<file path="config.mk">
export PLATFORM = sky130hd
export DESIGN_NAME = mem_port_arbiter
export DESIGN_NICKNAME = d
export VERILOG_FILES = /design/src/rtl/riscv_mem_pkg.sv /design/src/rtl/mem_arb_prio.sv /design/src/rtl/mem_port_arbiter.sv
export SDC_FILE = /design/constraint.sdc
export NUM_CORES = 1
export LEC_CHECK = 0
export ABC_AREA = 1
export BUFFER_PORTS_ARGS = -buffer_cell sky130_fd_sc_hd__buf_2
export CAP_MARGIN = 20
export CORE_ASPECT_RATIO = 1.25
export CORE_MARGIN = 5
export CORE_UTILIZATION = 51
export DETAILED_ROUTE_END_ITERATION = 16
export PLACE_DENSITY_LB_ADDON = 0.2
export SYNTH_ARGS = -nofsm -noshare
export SYNTH_HDL_FRONTEND = slang
export SYNTH_SLANG_ARGS = --single-unit
</file>
<file path="constraint.sdc">
create_clock -name clk -period 3.5 [get_ports clk]
set_input_delay 0.7 -clock clk [delete_from_list [all_inputs] [get_ports clk]]
set_output_delay 0.7 -clock clk [all_outputs]
set_load 0.005 [all_outputs]
</file>
<file path="src/rtl/riscv_mem_pkg.sv">
// riscv_mem_pkg: shared FSM encoding, owner enum and default starvation limit
package riscv_mem_pkg;
  typedef enum logic [1:0] {IDLE = 2'd0, ISSUE = 2'd1, WAIT = 2'd2} state_e;
  typedef enum logic {OWN_I = 1'b0, OWN_D = 1'b1} owner_e;
  localparam int STARVE_LIMIT_DEF = 4;
endpackage

</file>
<file path="src/rtl/mem_arb_prio.sv">
// mem_arb_prio: data-over-fetch priority select with fetch starvation counter
module mem_arb_prio
  import riscv_mem_pkg::*;
#(
  parameter int STARVE_LIMIT = STARVE_LIMIT_DEF
) (
  input  logic clk,
  input  logic rst,
  input  logic en,
  input  logic i_req,
  input  logic d_req,
  output logic gnt_i,
  output logic gnt_d
);
  localparam int CW = $clog2(STARVE_LIMIT + 2);
  localparam logic [CW-1:0] LIMIT = CW'(STARVE_LIMIT);
  logic [CW-1:0] starve_cnt_q, starve_cnt_d;
  // Fetch overrides data once it has watched STARVE_LIMIT data grants go by
  always_comb begin
    gnt_i = en && i_req && (!d_req || starve_cnt_q == LIMIT);
    gnt_d = en && d_req && !gnt_i;
    starve_cnt_d = (!i_req || gnt_i) ? '0
                 : (gnt_d && starve_cnt_q != LIMIT) ? starve_cnt_q + 1'b1 : starve_cnt_q;
  end
  // Starvation counter register
  always_ff @(posedge clk)
    starve_cnt_q <= rst ? starve_cnt_d : '0;
endmodule

</file>
<file path="src/rtl/mem_port_arbiter.sv">
// mem_port_arbiter: shares one memory port between fetch and data requesters
module mem_port_arbiter
  import riscv_mem_pkg::*;
#(
  parameter int STARVE_LIMIT = STARVE_LIMIT_DEF,
  parameter int AW = 32
) (
  input  logic          clk,
  input  logic          rst,
  input  logic          i_req,
  input  logic [AW-1:0] i_addr,
  output logic          i_gnt,
  output logic          i_rvalid,
  output logic [31:0]   i_rdata,
  input  logic          d_req,
  input  logic          d_we,
  input  logic [AW-1:0] d_addr,
  input  logic [31:0]   d_wdata,
  output logic          d_gnt,
  output logic          d_rvalid,
  output logic [31:0]   d_rdata,
  output logic          mem_req,
  output logic          mem_we,
  output logic [AW-1:0] mem_addr,
  output logic [31:0]   mem_wdata,
  input  logic          mem_gnt,
  input  logic          mem_rvalid,
  input  logic [31:0]   mem_rdata,
  output logic          err
);
  state_e        state_q, state_d;
  owner_e        owner_q, owner_d;
  logic [AW-1:0] addr_q, addr_d;
  logic          we_q, we_d;
  logic [31:0]   wdata_q, wdata_d;
  logic          i_rvalid_q, i_rvalid_d, d_rvalid_q, d_rvalid_d;
  logic [31:0]   i_rdata_q, i_rdata_d, d_rdata_q, d_rdata_d;
  logic          err_q, err_d;
  logic          gnt_i, gnt_d, done;
  // No grant while a response pulse is out, so grant and response never coincide
  mem_arb_prio #(.STARVE_LIMIT(STARVE_LIMIT)) u_prio (
    .clk   (clk),
    .rst   (rst),
    .en    (rst && state_q == IDLE && !i_rvalid_q && !d_rvalid_q),
    .i_req (i_req),
    .d_req (d_req),
    .gnt_i (gnt_i),
    .gnt_d (gnt_d)
  );
  assign i_gnt     = gnt_i;
  assign d_gnt     = gnt_d;
  assign mem_req   = state_q == ISSUE;
  assign mem_we    = we_q;
  assign mem_addr  = addr_q;
  assign mem_wdata = wdata_q;
  assign i_rvalid  = i_rvalid_q;
  assign d_rvalid  = d_rvalid_q;
  assign i_rdata   = i_rdata_q;
  assign d_rdata   = d_rdata_q;
  assign err       = err_q;
  // Transaction FSM: capture on grant, hold payload until accepted, route the single response
  always_comb begin
    state_d = state_q;
    owner_d = owner_q;
    addr_d  = addr_q;
    we_d    = we_q;
    wdata_d = wdata_q;
    err_d   = err_q;
    done    = 1'b0;
    case (state_q)
      IDLE: begin
        err_d = err_q || mem_rvalid;
        if (gnt_i || gnt_d) begin
          state_d = ISSUE;
          owner_d = gnt_i ? OWN_I : OWN_D;
          addr_d  = gnt_i ? i_addr : d_addr;
          we_d    = gnt_d && d_we;
          wdata_d = gnt_i ? '0 : d_wdata;
        end
      end
      ISSUE: begin
        err_d   = err_q || (mem_rvalid && !mem_gnt);
        state_d = !mem_gnt ? ISSUE : mem_rvalid ? IDLE : WAIT;
        done    = mem_gnt && mem_rvalid;
      end
      WAIT: begin
        state_d = mem_rvalid ? IDLE : WAIT;
        done    = mem_rvalid;
      end
      default: state_d = IDLE;
    endcase
    i_rvalid_d = done && owner_q == OWN_I;
    d_rvalid_d = done && owner_q == OWN_D;
    i_rdata_d  = i_rvalid_d ? mem_rdata : i_rdata_q;
    d_rdata_d  = d_rvalid_d ? mem_rdata : d_rdata_q;
  end
  // State registers, cleared by the synchronous active-low reset
  always_ff @(posedge clk) begin
    if (!rst) begin
      state_q    <= IDLE;
      owner_q    <= OWN_I;
      addr_q     <= '0;
      we_q       <= 1'b0;
      wdata_q    <= '0;
      i_rvalid_q <= 1'b0;
      d_rvalid_q <= 1'b0;
      i_rdata_q  <= '0;
      d_rdata_q  <= '0;
      err_q      <= 1'b0;
    end else begin
      state_q    <= state_d;
      owner_q    <= owner_d;
      addr_q     <= addr_d;
      we_q       <= we_d;
      wdata_q    <= wdata_d;
      i_rvalid_q <= i_rvalid_d;
      d_rvalid_q <= d_rvalid_d;
      i_rdata_q  <= i_rdata_d;
      d_rdata_q  <= d_rdata_d;
      err_q      <= err_d;
    end
  end
endmodule

</file>
[Word level (Yosys, flattened, before mapping)]
Cells that the tools add are included.
Word-level totals
  bits in registers: 138
Operators by class
  $add $sub $neg: 1
  equality and inequality tests: 5
  muxes and demuxes: 9
  bitwise logic cells: 2
  reduce and logical (&&, ||, !) cells: 28
Operators by type and width (number)
  two-way mux 32 bit: 2
  logical AND 1 bit: 13
  zero test 1 bit: 6
  two-way mux 2 bit: 3
  case mux 2 bit (3 select lines): 1
  logical OR 1 bit: 5
  case mux 1 bit (2 select lines): 2
  adder 3 x 1 -> 3 bit (second input constant): 1
  equality test 3 bit (second input constant): 1
  inequality test 3 bit (second input constant): 1
  equality test 2 x 1 -> 1 bit (second input constant): 1
  equality test 2 bit (second input constant): 1
  zero test 2 bit: 1
  inequality test 2 x 1 -> 1 bit (second input constant): 1
  inverter 1 bit: 2
  AND reduction 2 bit: 1
  nonzero test 2 bit: 1
  OR reduction 2 bit: 1
  two-way mux 1 bit: 1

[Depth between registers and ports, before layout]
Gate-level depths: netlist (run 1).
  depth in word-level cells: 11
  depth in mapped cells: 10

[Hierarchy]
From an unflattened synthesis (run 1), not the netlist that was laid out.
Unflattened totals
  cells, all modules: 987
  area, all modules: 6505.0 um^2
Modules (own cells, without submodules)
  mem_port_arbiter: instances 1, cells each 951, area an instance 6276.0 um^2, sequential area each 2702.6 um^2
  mem_arb_prio: instances 1, cells each 36, area an instance 229.0 um^2, sequential area each 60.1 um^2

[Worst setup path after synthesis (run 1)]
No wires, ideal clock.
  kind: input-to-output
  start point: input port rst
  end point: output port d_gnt
  arrival time: 1.490 ns
  required time: 2.800 ns
  path slack: 1.310 ns
  cell stages on the path: 7
  buffers on the path: 2
  cell sequence: buf_4 > nand2_4 > nor2_4 > nand2_2 > buf_2 > inv_1 > nor2_1
On the way
  longest elaborated chain between the ends: 7
  elaborated cells between the ends (all ways): 8
  those cells by class: reduce/logical (8)
RTL lines
  start, declared: line mem_port_arbiter.sv:9  | input logic rst,
  logical AND 1 bit (3 in series): line mem_port_arbiter.sv:44  | .en (rst && state_q == IDLE && !i_rvalid_q && !d_rvalid_q),
  logical AND 1 bit (2 in series): line mem_arb_prio.sv:20  | gnt_i = en && i_req && (!d_req || starve_cnt_q == LIMIT);
  named net i_gnt: line mem_port_arbiter.sv:12  | output logic i_gnt,
  zero test 1 bit: line mem_arb_prio.sv:21  | gnt_d = en && d_req && !gnt_i;
  logical AND 1 bit: line mem_arb_prio.sv:21
  end, declared: line mem_port_arbiter.sv:19  | output logic d_gnt,
The timed path passes the listed nets, and every way through them passes these cells.

[Worst setup path after layout (run 1)]
  start point: input port rst
  end point: output port d_gnt
On the way
  longest elaborated chain between the ends: 7
  elaborated cells between the ends (all ways): 8
  those cells by class: reduce/logical (8)
RTL lines (line)
  logical AND 1 bit * (3 in series): mem_port_arbiter.sv:44
  logical AND 1 bit (2 in series): mem_arb_prio.sv:20
  zero test 1 bit: mem_arb_prio.sv:21
  logical AND 1 bit *: mem_arb_prio.sv:21
Mark *: on every way between the ends. The rest lies on a longest branch, timed or not.

==> results.md, run 1 <==
Timing:
- The smallest clock period supported by the final layout is computed as 2538 ps.
- The share of the clock period used by the worst path after layout is between 70 and 80%.
- The slew at the pin closest to its max-slew limit is 612.9 ps.
- The number of hold violations in the final report was 0.
- The number of slew-limit violations in the final report was 0.
- The worst slew margin relative to its limit is 59.08%.
- The accumulated negative setup slack is 0 ps.
- The total setup violations reported at the end of the flow is 0.
- The setup skew after layout is between 10 and 15 ps.
- The peak clock frequency supported by timing is ~0.4 GHz.
- Setup repair after global routing left no endpoint under its margin.

Global routing:
- The number of antenna violations at the first check in global routing is 0.
- The first global-routing pass estimated approximately 27000 µm of wire.
- Entering global routing, the biggest net connects 54 pins.
- The number of global-route vias before repair was around 5600.
- In the global route stage, overall resource usage came out at between 20% and 30%.
- The final global-route overflow total is 0.

Finish:
- The number of nets in the finished design is around 1200.
- In the layout the commonest cells are buf_2, inv_1, dfxtp_1, a21oi_1, nand3_1.
- The count of cells in the finished layout, fillers not included, comes to approximately 1200.
- The area growth from synthesis to layout is 31.96%.
- The area of all placed cells without fillers is between 7000 and 8000 µm².
- In the final layout, the share of cells above drive strength 1 is about 30%.
- The utilization of the core after routing is 68.53%.
- The most common library cell in the layout ignoring fill and taps is buf_2.
- 0 antenna diodes ended up in the layout.

Yosys:
- In the synthesized netlist, the number of instances is 815.
- The post-synth net total is about 960.
- The number of distinct library cell variants in the gate-level netlist after synthesis is 26.
- Of the synthesized area, sequential elements account for a little under half.
- After synthesis the netlist holds a flip-flop and latch count of between 100 and 150.
- The cell area that synthesis handed to floorplanning was about 6000 µm².
- In the post-synthesis netlist, the biggest area contributors are dfxtp_1, a21oi_1, inv_1.
- The cell type with the highest aggregate area in the netlist is dfxtp_1.
- The total number of yosys warnings is 0.
- A synthesized cell averages roughly 7.4 µm².
- The top-area cell type share of the netlist area is ~46%.

Clock tree:
- The clock sink total is between 100 and 150.
- In this run the clock root is driven by a clkbuf_16.
- TritonCTS created 17 clock buffers.
- The number of H-tree levels is 4.
- The largest buffer count on any clock path is 2.
- The number of buffers inserted by post-CTS setup repair is 0.
- The number of gates given a new drive strength after cts is 0.
- The clock insertion delay at the later pin of the skew report is between 400 and 500 ps.
- TritonCTS built the clock tree.
- The clock slew at the register clock pins of the worst setup and hold paths is about 50 ps.
- The cts-stage hold buffer count is 0.

Worst hold path:
- The kind of path behind the tightest hold check is reg -> reg.

Worst setup path:
- Walking the worst path, the cells encountered are buf_2, nand2_4, inv_2, o211ai_4, nor2_1, buf_2.
- The required time of the worst setup path is roughly 2800 ps.
- The terminus of the critical flop-to-flop path is mem_addr[18]$_SDFFE_PN0P_.
- The cell that appears most often on the critical path is buf_2.
- The register-to-register path setup slack is about 1400 ps.
- The slowest stage of the critical path is the buf_2 cell.
- The origin of the worst setup path is rst.
- In this run the worst path has a maximum fanout of 28.
- The path depth of the worst reg2reg path is 9.
- The worst path arrival time is 1840 ps.
- In this run the worst setup path terminates at d_gnt.
- The reg-to-reg startpoint is state_q[0]$_SDFFE_PN0P_.
- The peak per-stage delay on the critical path is between 300 and 400 ps.
- The startpoint class of the critical path is a primary input.
- The path type of the worst setup path is in -> out.
- The worst setup path is captured at an output pin.

Floorplan:
- The row count is 44.
- The core footprint is roughly 12000 µm².
- The starting density of the core is 51.93%.
- The die covers between 10000 and 15000 µm².
- The I/O pin count is 270.
- The overall die width is between 100 and 150 µm.
- The overall die height is ~130 µm.

Routing:
- The post-route antenna net violation count is 0.
- Summed over all layers, the routed wires come to roughly 17000 µm.
- The routed via count is 5979.
- The first detailed-routing pass ran for 4 iterations.
- In this run, the number of DRC markers left after iteration 0 of detailed routing was 248.
- Using the TritonRoute via totals, the vias-per-cell ratio works out to slightly below 5.
- For this run, design rule violations remaining after detail routing come to 0.
- After detailed routing, the average wire length per cell comes to approximately 14 µm.

Pwr:
- Overall power consumption after layout is estimated at around 5000 µW.
- The highest ir drop seen on vdd is between 300 and 400 µV.
- The static leakage is 0.003964 µW.
- The power per cell area is about 630 nW/µm².

Run status:
- The run finished with clean final reports.

Place:
- Buffers placed on the I/O ports in this run total 269.
- The placement-stage cell area is 7355 µm².
- The congestion estimate from routability-driven global placement came to around 0.82.
- Summed over all nets, the half-perimeter wirelength after detailed placement is between 10000 and 15000 µm.
- After detailed placement, the design holds a cell count of between 1000 and 1500.

Job:
- The number of max-capacitance violations reported is 0.
[Yosys cell counts]
cell type	instances
o211ai_4	1
buf_6	6
ha_1	6
nor2_2	1
nand2_4	2
inv_1	174
xor2_1	2
dfxtp_1	138
or2_2	1
clkbuf_2	2
buf_4	2
a21oi_1	132
o21ai_1	1
nor2_1	13
nand2_1	82
clkbuf_1	16
o21bai_1	32
nor2_4	1
nand2_2	1
buf_2	31
o21ai_0	64
a21oi_4	1
a31oi_1	1
nand3_1	101
nor2_8	1
inv_2	3
[layout make-up]
class | count | area, µm²
multi-input combinational | 443 | 2307
fill | 1048 | 3656
sequential | 138 | 2763
inverter | 177 | 664.4
clock inverter | 11 | 121.4
clock buffer | 20 | 456.7
tap | 161 | 201.4
timing repair buffer | 278 | 1446
[critical path: cells and delay by family]
kind | cells | cell delay (ps)
buf+inv | 3 | 630
simple gates | 2 | 290
compound gates | 1 | 200
[metrics by stage]
| step | worst slack, ps | hold WS, ps |
|---|---|---|
| final | 962.0 | 437.3 |
| after global routing | 817.7 | 460.3 |
| after global placement | 954.4 | 428.4 |
| after detailed placement | 949.1 | 432.7 |
| after floorplan | 1310 | 439.9 |
| after CTS | 945.9 | 441.2 |
[cells by family after synthesis]
| kind of cell | share of synthesized area, % |
|---|---|
| DFF | 45.80 |
| AOI/OAI and AO/OA | 21.05 |
| and+or+nand+nor | 15.49 |
| adders and majority gates | 1.245 |
| xor gates and xnor gates | 0.2904 |
| buffers and inverters | 16.12 |
[how the worst min path moves through the flow]
stage	start	end	slack, ps	cells after the start
final	i_rdata[26]$_SDFFE_PN0P_	i_rdata[26]$_SDFFE_PN0P_	440	2
after global routing	i_rdata[11]$_SDFFE_PN0P_	i_rdata[11]$_SDFFE_PN0P_	460	2
after CTS	i_rdata[26]$_SDFFE_PN0P_	i_rdata[26]$_SDFFE_PN0P_	440	2
after detailed placement	i_rdata[26]$_SDFFE_PN0P_	i_rdata[26]$_SDFFE_PN0P_	430	2
after global placement	d_rdata[22]$_SDFFE_PN0P_	d_rdata[22]$_SDFFE_PN0P_	430	2
after floorplan	d_rdata[0]$_SDFFE_PN0P_	d_rdata[0]$_SDFFE_PN0P_	440	2
[per-layer routing]
metal  vias up  share of wire, %  track usage, %
li1       3057                 -               -
met4         0               2.4           9.453
met1      2680                42           28.42
met3        31               8.7           7.753
met5         -                 0               0
met2       211                47           37.06
[power breakdown]
part / switching [µW] / total [µW] / internal [µW]
clock network: 661 / 1740 / 1080
registers: 123 / 1940 / 1820
logic: 804 / 1310 / 509
[state kept, by name, summed over array words and instances, names as in the netlist]
name and count:
d_rdata 32, i_rdata 32, mem_addr 32, mem_wdata 32, u_prio.starve_cnt_q 3, state_q 2, d_rvalid 1, err 1
i_rvalid 1, mem_we 1, owner_q 1
(Power assumes the default switching activity.)
==> run 2: changes to the inputs <==
--- a/config.mk
+++ b/config.mk
@@ -10,7 +10,7 @@
 export CAP_MARGIN = 20
 export CORE_ASPECT_RATIO = 1.25
 export CORE_MARGIN = 5
-export CORE_UTILIZATION = 51
+export CORE_UTILIZATION = 43
 export DETAILED_ROUTE_END_ITERATION = 16
 export PLACE_DENSITY_LB_ADDON = 0.2
 export SYNTH_ARGS = -nofsm -noshare
==> constraint.sdc (replaced) <==
create_clock -name clk -period 2.2 [get_ports clk]
set_input_delay 0.44 -clock clk [delete_from_list [all_inputs] [get_ports clk]]
set_output_delay 0.44 -clock clk [all_outputs]
set_load 0.005 [all_outputs]
==> results.md, run 2 (synthesis results as in run 1) <==
Timing:
- The slew at the pin closest to its max-slew limit is around 540 ps.
- The clock arrives with around 9.4 ps of skew.
- The share of the clock period used by the worst path after layout is between 90% and 100%.
- The number of hold violations in the final report was 0.
- The minimum clock period after layout is 2055 ps.
- Setup repair after global routing left no endpoint under its margin.
- The worst pin sits at a relative slew slack of between 60 and 70%.
- Summed over all failing endpoints, the final setup total negative slack is 0 ps.
- The total setup violations reported at the end of the flow is 0.
- The number of slew-limit violations in the final report is 0.
- Static timing analysis puts the maximum clock frequency at approximately 0.49 GHz.

Worst setup path:
- In this run the worst path has a maximum fanout of 4.
- The cell with the largest stage delay on the worst path is dfxtp_1.
- The worst path arrival time is roughly 1600 ps.
- The type of element capturing the critical path is an output pin.
- The critical path contains buffers and inverters numbering 3 combined.
- Walking the worst path, the cells encountered are inv_1, ha_2, nand2_4, inv_2, o211ai_4, nor2_1, buf_2.
- The largest single stage delay on the critical path is approximately 340 ps.
- The startpoint class of the critical path is a flip-flop.
- The required time of the worst setup path is about 1800 ps.
- The family of cells with the greatest summed delay on the critical path is flip-flops.
- The path type of the worst setup path is reg -> out.

Place:
- Once detailed placement completed, the half-perimeter wirelength came to approximately 12000 µm.
- The number of port buffers is between 200 and 300.
- The final estimated routing congestion in global placement is roughly 0.78.

Clock tree:
- The clock sink total is 138.
- The number of buffers inserted by post-CTS setup repair is 0.
- TritonCTS created 17 clock buffers.
- The longest clock path from root to sink contains 2 buffers.
- The cell sitting at the root of the clock tree is a clkbuf_16.
- The clock insertion delay at the later pin of the skew report is just over 400 ps.
- The number of H-tree levels is 4.
- The clock slew at the register clock pins of the worst setup and hold paths is roughly 60 ps.
- TritonCTS built the clock tree.

Pwr:
- The static leakage is between 0.004 and 0.005 µW.
- The total power is around 8400 µW.
- The power per cell area is about 1000 nW/µm².
- VDD sags by at most 654.9 µV.

Routing:
- After detailed routing, the total wire length is between 15000 and 20000 µm.
- In the routed layout, each cell is associated on average with a via count of slightly below 5.
- The detailed-route wire length per cell is between 10 and 15 µm.
- The post-route antenna net violation count is 0.
- In the routed design, unresolved DRC markers number 0.
- The detailed-routing iteration count for the pre-antenna-repair pass is 4.
- The detailed router placed between 6000 and 7000 vias in this run.
- The number of DRC markers after the initial detailed-route iteration is between 400 and 500.

Global routing:
- The number of global-route vias before repair was roughly 5600.
- The pin count of the biggest net entering global routing is ~70.
- The number of antenna violations at the first check in global routing is 0.
- The first global-routing pass estimated 27170 µm of wire.
- Summed over all layers, the global routing overflow is 0.
- The total routing usage reported by global routing is about a fifth.

Finish:
- The post-route netlist has a little under a third of its cells at a drive strength greater than 1.
- In the layout the commonest cells are buf_2, inv_1, dfxtp_1, a21oi_1, nand3_1.
- The synthesis-to-finish area growth is 34.18%.
- The final layout contains about 1200 nets.
- Leaving out fill and tap cells, the most frequent cell in the layout is buf_2.
- The antenna diode instance count is 0.

Worst hold path:
- The kind of path behind the tightest hold check is in -> reg.

Run status:
- The run finished with clean final reports.

Floorplan:
- The core footprint is about 14000 µm².
- Measured along the x axis, the die boundary spans 115.9 µm.
- The overall die height is ~140 µm.
- The I/O pin count is 270.
- The floorplan step defined a die boundary enclosing between 15000 and 20000 µm².
- The floorplan has 48 rows.
- Once the floorplan was initialized, standard cells occupied between 40% and 50% of the core.

Job:
- Across the run, the number of max-cap violations was 0.
==> run 2: cell count changes in the layout (fill, tap and decap cells not counted), sizes merged <==
cell	previous run	this run
buf	278	283
bufinv	2	4
clkinv	6	3
clkinvlp	2	0
inv	178	182
==> run 2: power by group <==
group / total, µW / internal [µW] / switching, µW
clock: 3110 / 2010 / 1100
sequential: 3080 / 2890 / 195
combinational: 2160 / 864 / 1300
==> run 2: stage by stage <==
stage | util [%] | instance area [µm²] | setup WS, ps | std cells | hold slack (ps)
6_report | 58.60 | 8094 | 145.0 | 1248 | 293.8
5_1_grt | 58.60 | 8094 | 6.845 | 1248 | 277.5
4_1_cts | 58.58 | 8092 | 51.48 | 1248 | 269.4
3_5_place_dp | 53.88 | 7442 | 353.6 | 1216 | 433.1
3_3_place_gp | 53.88 | 7442 | 419.3 | 1216 | 428.3
2_1_floorplan | - | 6032 | 463.0 | 815 | 439.9
==> run 2: per-layer routing <==
layer	track usage [%]	share of wire [%]
met5	0	0
met4	8.308	1.9
met3	6.891	8.7
met2	32.83	48
met1	24.71	41
==> run 2: worst min-delay path, delay by kind of cell <==
family,cells,cell delay (ps)
compound gates,1,50
buf+inv,1,100
simple gates,1,70
==> run 2: area by class of cell <==
class,instances,area [µm²]
inverters,177,664.4
flip-flops and latches,138,2763
multi-input cells,443,2310
well taps,175,219.0
fillers,1336,5719
repair buffers,283,1489
clock inverters,12,182.7
clock buffers,20,466.7
==> run 2: final timing paths <==
kind                                               start  cells after the start  slack (ps)                   endpoint
worst max-delay path             state_q[0]$_SDFFE_PN0P_                      7         150                      d_gnt
worst min-delay path                          d_wdata[3]                      3         290  mem_wdata[3]$_SDFFE_PN0P_
worst max register to register   state_q[0]$_SDFFE_PN0P_                      8         340   d_rdata[22]$_SDFFE_PN0P_
worst min register to register  d_rdata[29]$_SDFFE_PN0P_                      2         440   d_rdata[29]$_SDFFE_PN0P_
==> run 2: what timing repair did <==
item	4_1_cts	5_1_grt
gates resized for setup	0	1
endpoints found under the setup margin	0	1
hold buffers	0	0
